--- src/rtl/control_pkg.sv ---
// Shared definitions for the SPI command front-end: channel IDs, FSM states,
// and bit positions inside the status byte and the err_flags vector.
// CTRL_PARITY_EN adds the PARITY state used for the frame trailer check.
package control_pkg;

   localparam logic [1:0] SHA_ID = 2'd1;
   localparam logic [1:0] AES_ID = 2'd2;

   typedef enum logic [2:0] {
      ST_IDLE,
      ST_HDR,
      ST_PAYLOAD,
      ST_DISCARD,
      ST_STATUS
`ifdef CTRL_PARITY_EN
      ,
      ST_PARITY
`endif
   } state_t;

   // status byte bit positions
   localparam int STS_BUSY   = 7;
   localparam int STS_OVF    = 6;
   localparam int STS_ABORT  = 5;
   localparam int STS_BAD_ID = 4;
   localparam int STS_PAR    = 3;

   // err_flags bit positions
   localparam int ERR_OVF    = 4;
   localparam int ERR_ABORT  = 3;
   localparam int ERR_BAD_ID = 2;
   localparam int ERR_PAR    = 1;
   localparam int ERR_BUSY   = 0;

endpackage

--- src/rtl/ctrl_byte_fifo.sv ---
// Payload FIFO holding {last, data} entries. A flush discards everything
// except the head entry, which stays readable so an in-flight transfer can
// complete; a pop in the same cycle as a flush empties the FIFO.
module ctrl_byte_fifo #(
   parameter int DEPTH = 4
) (
   input  logic       clk,
   input  logic       rst_n,
   input  logic       push,
   input  logic [8:0] wdata,
   input  logic       pop,
   input  logic       flush,
   output logic [8:0] rdata,
   output logic       full,
   output logic       empty,
   output logic       single
);

   localparam int AW = (DEPTH > 1) ? $clog2(DEPTH) : 1;

   logic [8:0]    mem [DEPTH];
   logic [AW-1:0] rd_ptr;
   logic [AW-1:0] wr_ptr;
   logic [AW:0]   cnt;
   logic          do_pop;
   logic          do_push;

   assign empty   = (cnt == '0);
   assign full    = (cnt == (AW+1)'(DEPTH));
   assign single  = (cnt == (AW+1)'(1));
   assign do_pop  = pop && !empty;
   // a pop in the same cycle frees the slot, so a full FIFO still accepts
   assign do_push = push && !flush && (!full || do_pop);
   assign rdata   = mem[rd_ptr];

   // pointer and occupancy bookkeeping
   always_ff @(posedge clk or negedge rst_n) begin
      if (!rst_n) begin
         rd_ptr <= '0;
         wr_ptr <= '0;
         cnt    <= '0;
      end else begin
         if (do_pop)
            rd_ptr <= rd_ptr + AW'(1);
         if (flush) begin
            wr_ptr <= empty ? rd_ptr : rd_ptr + AW'(1);
            cnt    <= (empty || do_pop) ? '0 : (AW+1)'(1);
         end else begin
            if (do_push)
               wr_ptr <= wr_ptr + AW'(1);
            case ({do_push, do_pop})
               2'b10:   cnt <= cnt + (AW+1)'(1);
               2'b01:   cnt <= cnt - (AW+1)'(1);
               default: cnt <= cnt;
            endcase
         end
      end
   end

   // entry storage (data only, no reset)
   always_ff @(posedge clk) begin
      if (do_push)
         mem[wr_ptr] <= wdata;
   end

endmodule

--- src/rtl/control_dispatch.sv ---
// SPI-target command front-end: deframes header + payload from a mode-0 SPI
// link, buffers payload bytes and streams them to the addressed accelerator
// channel. A status byte is shifted out on poci during every byte.
// Optional feature macro: CTRL_PARITY_EN (XOR trailer byte after the payload).
module control_dispatch
   import control_pkg::*;
#(
   parameter int NUM_CH     = 2,
   parameter int ID_W       = 2,
   parameter int FIFO_DEPTH = 4
) (
   input  logic              clk,
   input  logic              rst_n,
   input  logic              spi_clk,
   input  logic              cs_n,
   input  logic              pico,
   output logic              poci,
   output logic [NUM_CH-1:0] ch_valid,
   input  logic [NUM_CH-1:0] ch_ready,
   output logic [7:0]        ch_data,
   output logic              ch_last,
   output logic [4:0]        err_flags
);

   localparam int LEN_W = 8 - ID_W;

   logic spi_clk_p0, spi_clk_p1, spi_clk_p2;
   logic cs_n_p0, cs_n_p1, cs_n_p2;
   logic pico_p0, pico_p1;
   logic sclk_rise, sclk_fall, cs_fall, cs_rise, cs_act;

   logic [2:0] bit_cnt;
   logic [7:0] rx_sh;
   logic [7:0] rx_byte;
   logic       rx_done;
   logic [7:0] tx_sh;
   logic [7:0] status_byte;

   state_t            state, next_state;
   logic [ID_W-1:0]   rx_id;
   logic [ID_W-1:0]   disp_id;
   logic [LEN_W-1:0]  hdr_len;
   logic [LEN_W-1:0]  pay_cnt;
   logic              term;
   logic              ovf, abort, bad_id, par_err, busy;

   logic fifo_push, fifo_pop, fifo_flush, push_last;
   logic fifo_full, fifo_empty, fifo_single;
   logic [8:0] fifo_rdata;
   logic set_ovf, set_abort, set_bad_id, clr_flags, enter_pay, pay_end;
`ifdef CTRL_PARITY_EN
   logic       set_par;
   logic [7:0] par_acc;
`endif

   // two-flop synchronizers plus one history flop for edge detection
   always_ff @(posedge clk or negedge rst_n) begin
      if (!rst_n) begin
         spi_clk_p0 <= 1'b0;
         spi_clk_p1 <= 1'b0;
         spi_clk_p2 <= 1'b0;
         cs_n_p0    <= 1'b1;
         cs_n_p1    <= 1'b1;
         cs_n_p2    <= 1'b1;
         pico_p0    <= 1'b0;
         pico_p1    <= 1'b0;
      end else begin
         spi_clk_p0 <= spi_clk;
         spi_clk_p1 <= spi_clk_p0;
         spi_clk_p2 <= spi_clk_p1;
         cs_n_p0    <= cs_n;
         cs_n_p1    <= cs_n_p0;
         cs_n_p2    <= cs_n_p1;
         pico_p0    <= pico;
         pico_p1    <= pico_p0;
      end
   end

   assign sclk_rise = spi_clk_p1 && !spi_clk_p2;
   assign sclk_fall = !spi_clk_p1 && spi_clk_p2;
   assign cs_fall   = !cs_n_p1 && cs_n_p2;
   assign cs_rise   = cs_n_p1 && !cs_n_p2;
   assign cs_act    = !cs_n_p1;
   assign rx_id     = rx_byte[7 -: ID_W];

   // bit counter and byte-complete strobe (one clk after the 8th edge)
   always_ff @(posedge clk or negedge rst_n) begin
      if (!rst_n) begin
         bit_cnt <= 3'd0;
         rx_done <= 1'b0;
      end else begin
         rx_done <= 1'b0;
         if (cs_fall)
            bit_cnt <= 3'd0;
         else if (sclk_rise && cs_act) begin
            bit_cnt <= bit_cnt + 3'd1;
            if (bit_cnt == 3'd7)
               rx_done <= 1'b1;
         end
      end
   end

   // receive shift register and completed byte (data only, no reset)
   always_ff @(posedge clk) begin
      if (sclk_rise && cs_act) begin
         rx_sh <= {rx_sh[6:0], pico_p1};
         if (bit_cnt == 3'd7)
            rx_byte <= {rx_sh[6:0], pico_p1};
      end
   end

   assign busy        = !fifo_empty;
   assign status_byte = {busy, ovf, abort, bad_id, par_err, 3'b000};

   // status shifter: load at each byte start, shift on spi_clk falling edge
   always_ff @(posedge clk or negedge rst_n) begin
      if (!rst_n)
         tx_sh <= 8'h00;
      else if (cs_fall)
         tx_sh <= status_byte;
      else if (sclk_fall && cs_act)
         tx_sh <= (bit_cnt == 3'd0) ? status_byte : {tx_sh[6:0], 1'b0};
   end

   assign poci = tx_sh[7];

   // frame FSM: next state and per-cycle FIFO/flag controls
   always_comb begin
      next_state = state;
      fifo_push  = 1'b0;
      fifo_flush = 1'b0;
      push_last  = 1'b0;
      set_ovf    = 1'b0;
      set_abort  = 1'b0;
      set_bad_id = 1'b0;
      clr_flags  = 1'b0;
      enter_pay  = 1'b0;
      pay_end    = 1'b0;
`ifdef CTRL_PARITY_EN
      set_par    = 1'b0;
`endif
      if (cs_rise) begin
         next_state = ST_IDLE;
         if (state == ST_PAYLOAD) begin
            set_abort  = 1'b1;
            fifo_flush = 1'b1;
         end
      end else begin
         case (state)
            ST_IDLE: begin
               if (cs_fall)
                  next_state = ST_HDR;
            end
            ST_HDR: begin
               if (rx_done) begin
                  if (rx_id == '0) begin
                     next_state = ST_STATUS;
                     clr_flags  = 1'b1;
                  end else if (rx_id > ID_W'(NUM_CH)) begin
                     next_state = ST_DISCARD;
                     set_bad_id = 1'b1;
                  end else if (!fifo_empty) begin
                     // previous frame still draining: this payload is dropped
                     next_state = ST_DISCARD;
                     set_ovf    = 1'b1;
                  end else begin
                     next_state = ST_PAYLOAD;
                     enter_pay  = 1'b1;
                  end
               end
            end
            ST_PAYLOAD: begin
               if (rx_done) begin
                  push_last = (pay_cnt == hdr_len);
                  if (fifo_full && !fifo_pop)
                     set_ovf = 1'b1;
                  else
                     fifo_push = 1'b1;
                  if (push_last) begin
                     pay_end = 1'b1;
`ifdef CTRL_PARITY_EN
                     next_state = ST_PARITY;
`else
                     next_state = ST_IDLE;
`endif
                  end
               end
            end
`ifdef CTRL_PARITY_EN
            ST_PARITY: begin
               if (rx_done) begin
                  if (rx_byte != par_acc)
                     set_par = 1'b1;
                  next_state = ST_IDLE;
               end
            end
`endif
            default: next_state = state;
         endcase
      end
   end

   // FSM state and frame bookkeeping
   always_ff @(posedge clk or negedge rst_n) begin
      if (!rst_n) begin
         state   <= ST_IDLE;
         disp_id <= '0;
         hdr_len <= '0;
         pay_cnt <= '0;
         term    <= 1'b0;
      end else begin
         state <= next_state;
         if (enter_pay) begin
            disp_id <= rx_id;
            hdr_len <= rx_byte[LEN_W-1:0];
            pay_cnt <= '0;
            term    <= 1'b0;
         end else if (state == ST_PAYLOAD && rx_done) begin
            pay_cnt <= pay_cnt + LEN_W'(1);
         end
         // no more pushes will follow: the tail entry closes the frame
         if (pay_end || set_abort)
            term <= 1'b1;
      end
   end

   // sticky error flags
   always_ff @(posedge clk or negedge rst_n) begin
      if (!rst_n) begin
         ovf    <= 1'b0;
         abort  <= 1'b0;
         bad_id <= 1'b0;
      end else if (clr_flags) begin
         ovf    <= 1'b0;
         abort  <= 1'b0;
         bad_id <= 1'b0;
      end else begin
         if (set_ovf)
            ovf <= 1'b1;
         if (set_abort)
            abort <= 1'b1;
         if (set_bad_id)
            bad_id <= 1'b1;
      end
   end

`ifdef CTRL_PARITY_EN
   // running XOR of header and payload, and sticky parity error
   always_ff @(posedge clk or negedge rst_n) begin
      if (!rst_n) begin
         par_acc <= 8'h00;
         par_err <= 1'b0;
      end else begin
         if (state == ST_HDR && rx_done)
            par_acc <= rx_byte;
         else if (state == ST_PAYLOAD && rx_done)
            par_acc <= par_acc ^ rx_byte;
         if (clr_flags)
            par_err <= 1'b0;
         else if (set_par)
            par_err <= 1'b1;
      end
   end
`else
   assign par_err = 1'b0;
`endif

   ctrl_byte_fifo #(
      .DEPTH (FIFO_DEPTH)
   ) u_fifo (
      .clk    (clk),
      .rst_n  (rst_n),
      .push   (fifo_push),
      .wdata  ({push_last, rx_byte}),
      .pop    (fifo_pop),
      .flush  (fifo_flush),
      .rdata  (fifo_rdata),
      .full   (fifo_full),
      .empty  (fifo_empty),
      .single (fifo_single)
   );

   // one-hot valid toward the channel owning the buffered frame
   always_comb begin
      ch_valid = '0;
      for (int i = 0; i < NUM_CH; i++)
         ch_valid[i] = !fifo_empty && (disp_id == ID_W'(i + 1));
   end

   assign fifo_pop  = |(ch_valid & ch_ready);
   assign ch_data   = fifo_empty ? 8'h00 : fifo_rdata[7:0];
   // the final remaining entry of a terminated frame is always marked last
   assign ch_last   = !fifo_empty && (fifo_rdata[8] || (term && fifo_single));
   assign err_flags = {ovf, abort, bad_id, par_err, busy};

endmodule

--- config.mk ---
export PLATFORM = sky130hd
export DESIGN_NAME = control_dispatch
export DESIGN_NICKNAME = d
export VERILOG_FILES = /design/src/rtl/control_pkg.sv /design/src/rtl/ctrl_byte_fifo.sv /design/src/rtl/control_dispatch.sv
export SDC_FILE = /design/constraint.sdc
export NUM_CORES = 1
export LEC_CHECK = 0
export CORE_ASPECT_RATIO = 0.75
export CORE_MARGIN = 2
export CORE_UTILIZATION = 45
export CTS_BUF_LIST = sky130_fd_sc_hd__clkbuf_8
export DETAILED_ROUTE_END_ITERATION = 16
export HOLD_SLACK_MARGIN = 0.05
export PLACE_DENSITY = 0.6
export SYNTH_ARGS = -nofsm -noshare
export SYNTH_HDL_FRONTEND = slang
export SYNTH_HIERARCHICAL = 1
export SYNTH_SLANG_ARGS = --single-unit
--- constraint.sdc ---
create_clock -name clk -period 4.2 [get_ports clk]
set_clock_uncertainty 0.2 [all_clocks]
set_input_delay 0.63 -clock clk [delete_from_list [all_inputs] [get_ports clk]]
set_output_delay 0.63 -clock clk [all_outputs]
set_load 0.01 [all_outputs]
==> summary.md <==
| Metric | Value |
|---|---|
| Routed wire length | 7160 um |
| Antenna cells | 0 |
| GRT overflow | 0 |
| Critical Path Source Type | flip-flop |
| MaxCap Viol Count | 0 |
| Max stage delay on crit path | 0.46 ns |
| Post-DRT Antenna Nets | 0 |
| Max_slew headroom | 34.1% |
| Die W | 116 um |
| Top_reg_cell synth | edfxtp_1 |
| Initial antenna violation count | 0 |
| Cells after DPL | 446 |
| CTS max path bufs | 2 |
| Slew Limit Fails | 0 |
| Input/output buffers | 22 |
| Vias in the first global route | 2259 |
| Final Hold Vio Count | 0 |
| Post-layout minimum cycle time | 3.65 ns |
| Crit path kind | flip-flop to flip-flop |
| RSZ-0062 raised after global routing | false |
| Most frequent cells in the layout | edfxtp_1 (51), dfrtp_1 (41), nor2_1 (22), inv_1 (21), clkdlybuf4s50_1 (21) |
| Full die area | 0.0102 mm^2 |
| TritonCTS Buffers | 9 |
| Final worst slack | 0.555 ns |
| Iteration-0 DRC Markers | 119 |
| Crit path cell chain | inv_1 > ha_1 > nand2b_2 > inv_2 > nor3b_1 > a221oi_1 > nor2_1 > nor2b_1 > o21a_1 > and2_1 |
| Clock Tree Root | clkbuf_8 |
| Worst vdd ir | 0.342 mV |
| GRT Total Usage | 16.0% |
| CP max-delay cell | and2_1 |
| Largest net degree at the start of global routing | 45 |
| Post-synth cell types | 56 |
| Dpl ws | 0.549 ns |
| Half-perimeter wire length after placement | 5010 um |
| Global-route wire length before repair | 12000 um |
| F_max | 274 MHz |
| Fin cells | 462 |
| Critical path buffer and inverter count | 2 |
| Post-CTS Hold Buffers | 0 |
| Detail Route met3 WL | 265 um |
| Total negative slack | 0 ns |
| Post-synthesis sequential area ratio | 62.4% |
| Design area | 0.00470 mm^2 |
| Worst hold slack | 0.155 ns |
| CP Capture Type | flip-flop |
| Share of synthesized registers carrying an async set or reset | 46.3% |
| Static leakage | 0.00188 uW |
| Initial core utilization | 46.5% |
| Outcome | complete, no violations |
| Io pins | 24 |
| Area Overhead vs Synth | 11.2% |
| Final period util | 86.8% |
| Syn Nets | 329 |
| Top Family by Delay on Critical Path | simple AND/OR/NAND/NOR gates |
| Nets | 350 |
| Wire length per cell | 15.5 um |
| Final GP Congestion | 0.829 |
| DRC violations left | 0 |
| Number of synthesized register bits | 95 |
| Drt via density | 5.10 |
| Share of cells above drive strength 1 | 12.9% |
| Synth warn | 6 |
| Met2 routed WL | 3180 um |
| HP Class | flip-flop to flip-flop |
| Mapped Area | 0.00422 mm^2 |
| Top Layer Used | met4 |
| Seq. cell area | 0.00264 mm^2 |
| Pwr Density | 395 mW/mm^2 |
| Arr. time, crit path | 3.45 ns |
| Synthesized netlist cell count | 308 |
| Vias after detailed routing | 2355 |
| Syn Area/Cell | 13.7 um^2 |
| Fillers | 788 |
| Setup Buffers After CTS | 0 |
| DR pass1 iterations | 4 |
| Htree depth | 3 |
| Area used by multi-input combinational logic | 0.00142 mm^2 |
| Post-cts resize count | 0 |
| Most common cell after layout, fill and taps aside | edfxtp_1 |
| Setup violations, final | 0 |
| CP Max Fanout | 19 |
| Die Y-Extent | 87.9 um |
| Number of synthesized flops with an enable pin | 51 |
| Placeable Area | 0.00908 mm^2 |
| Clock sink count | 95 |
| Clock-pin slew on the worst setup and hold paths | 0.08 ns |
| CTS tree | yes |
| Worst endpoint required time | 4.01 ns |
| Skew-Pair Late Insertion Delay | 0.36 ns |
| FP Rows | 30 |
| Area after DPL | 0.00453 mm^2 |
| DRT met1 WL | 3660 um |
| Least-Margin Pin Slew | 0.989 ns |
metal layers:
| metal | vias to the layer above | GRT usage [%] |
|---|---|---|
| li1 | 1140 | - |
| met1 | 1171 | 23.2 |
| met2 | 38 | 23.4 |
| met3 | 6 | 5.81 |
| met4 | 0 | 3.57 |
| met5 | - | 0 |
layout make-up:
type | count | share of cell area [%]
inverter | 22 | 1.76
clock inverter | 7 | 0.853
tap | 128 | 3.41
sequential | 95 | 56.1
timing repair buffer | 24 | 4.90
clock buffer | 9 | 2.64
multi-input combinational | 177 | 30.3
state kept, by name, summed over array words and instances, names as in the netlist, 2 cells and up:
name,flops
u_fifo/rd_ptr,2
disp_id,2
pay_cnt,6
u_fifo/cnt,3
bit_cnt,3
tx_sh,4
hdr_len,6
rx_sh,7
u_fifo/mem,36
rx_byte,8
u_fifo/wr_ptr,2
state,3
cell usage after synthesis (6+ instances only):
cell	number	share of area (%)
a21oi_1	12	1.4
o21ai_0	6	0.71
mux2_2	8	2.1
mux4_2	9	4.8
xor2_1	11	2.3
nor2_1	22	2.0
nand2_1	13	1.2
mux2i_1	7	1.7
nor2b_1	12	1.8
dfrtp_1	41	24
edfxtp_1	51	36
ha_1	14	4.1
inv_1	21	1.9
xnor2_1	7	1.5
worst register-to-register path, stage by stage (launching register included):
cell and delay [ns]:
dfrtp_1 0.41, inv_1 0.12, ha_1 0.27, nand2b_2 0.14, inv_2 0.16, nor3b_1 0.39, a221oi_1 0.16, nor2_1 0.43
nor2b_1 0.28, o21a_1 0.28, and2_1 0.46
worst paths after layout:
check / slack [ns] / depth (start not counted) / startpoint / to
max: 0.55 / 10 / u_fifo/cnt[1]$_DFFE_PN0P_ / u_fifo/mem[0][3]$_DFFE_PP_
min in group asynchronous: 0.23 / 1 / rst_n / abort$_DFFE_PN0P_
max reg2reg: 0.55 / 10 / u_fifo/cnt[1]$_DFFE_PN0P_ / u_fifo/mem[0][3]$_DFFE_PP_
min reg2reg: 0.16 / 0 / spi_clk_p0$_DFF_PN0_ / spi_clk_p1$_DFF_PN0_
max in group asynchronous: 2.97 / 1 / rst_n / spi_clk_p1$_DFF_PN0_
min: 0.16 / 0 / spi_clk_p0$_DFF_PN0_ / spi_clk_p1$_DFF_PN0_
kinds of logic (layout without fill, tap and decap cells):
family          after synthesis  in the layout  synth area share, %
other cells                   1              1               0.0888
compound gates               43             43                 7.02
simple gates                 76             76                 9.75
mux                          25             25                 8.95
xor+xnor                     18             18                 3.73
buf+inv                      36             62                 3.91
flops                        95             95                 62.4
fa+ha+maj                    14             14                 4.15
per-stage QoR:
step	total power, uW	utilization, %
finish	1860	51.7
global route	1960	51.7
CTS	1880	51.7
detailed placement	1360	49.9
global placement	1360	49.9
floorplan	1290	-
where the power goes:
group / switching, uW / total (uW) / internal (uW)
clock network: 304 / 513 / 209
logic: 130 / 255 / 125
registers: 56.9 / 1090 / 1030
total: 491 / 1860 / 1360
(Power assumes the default switching activity.)
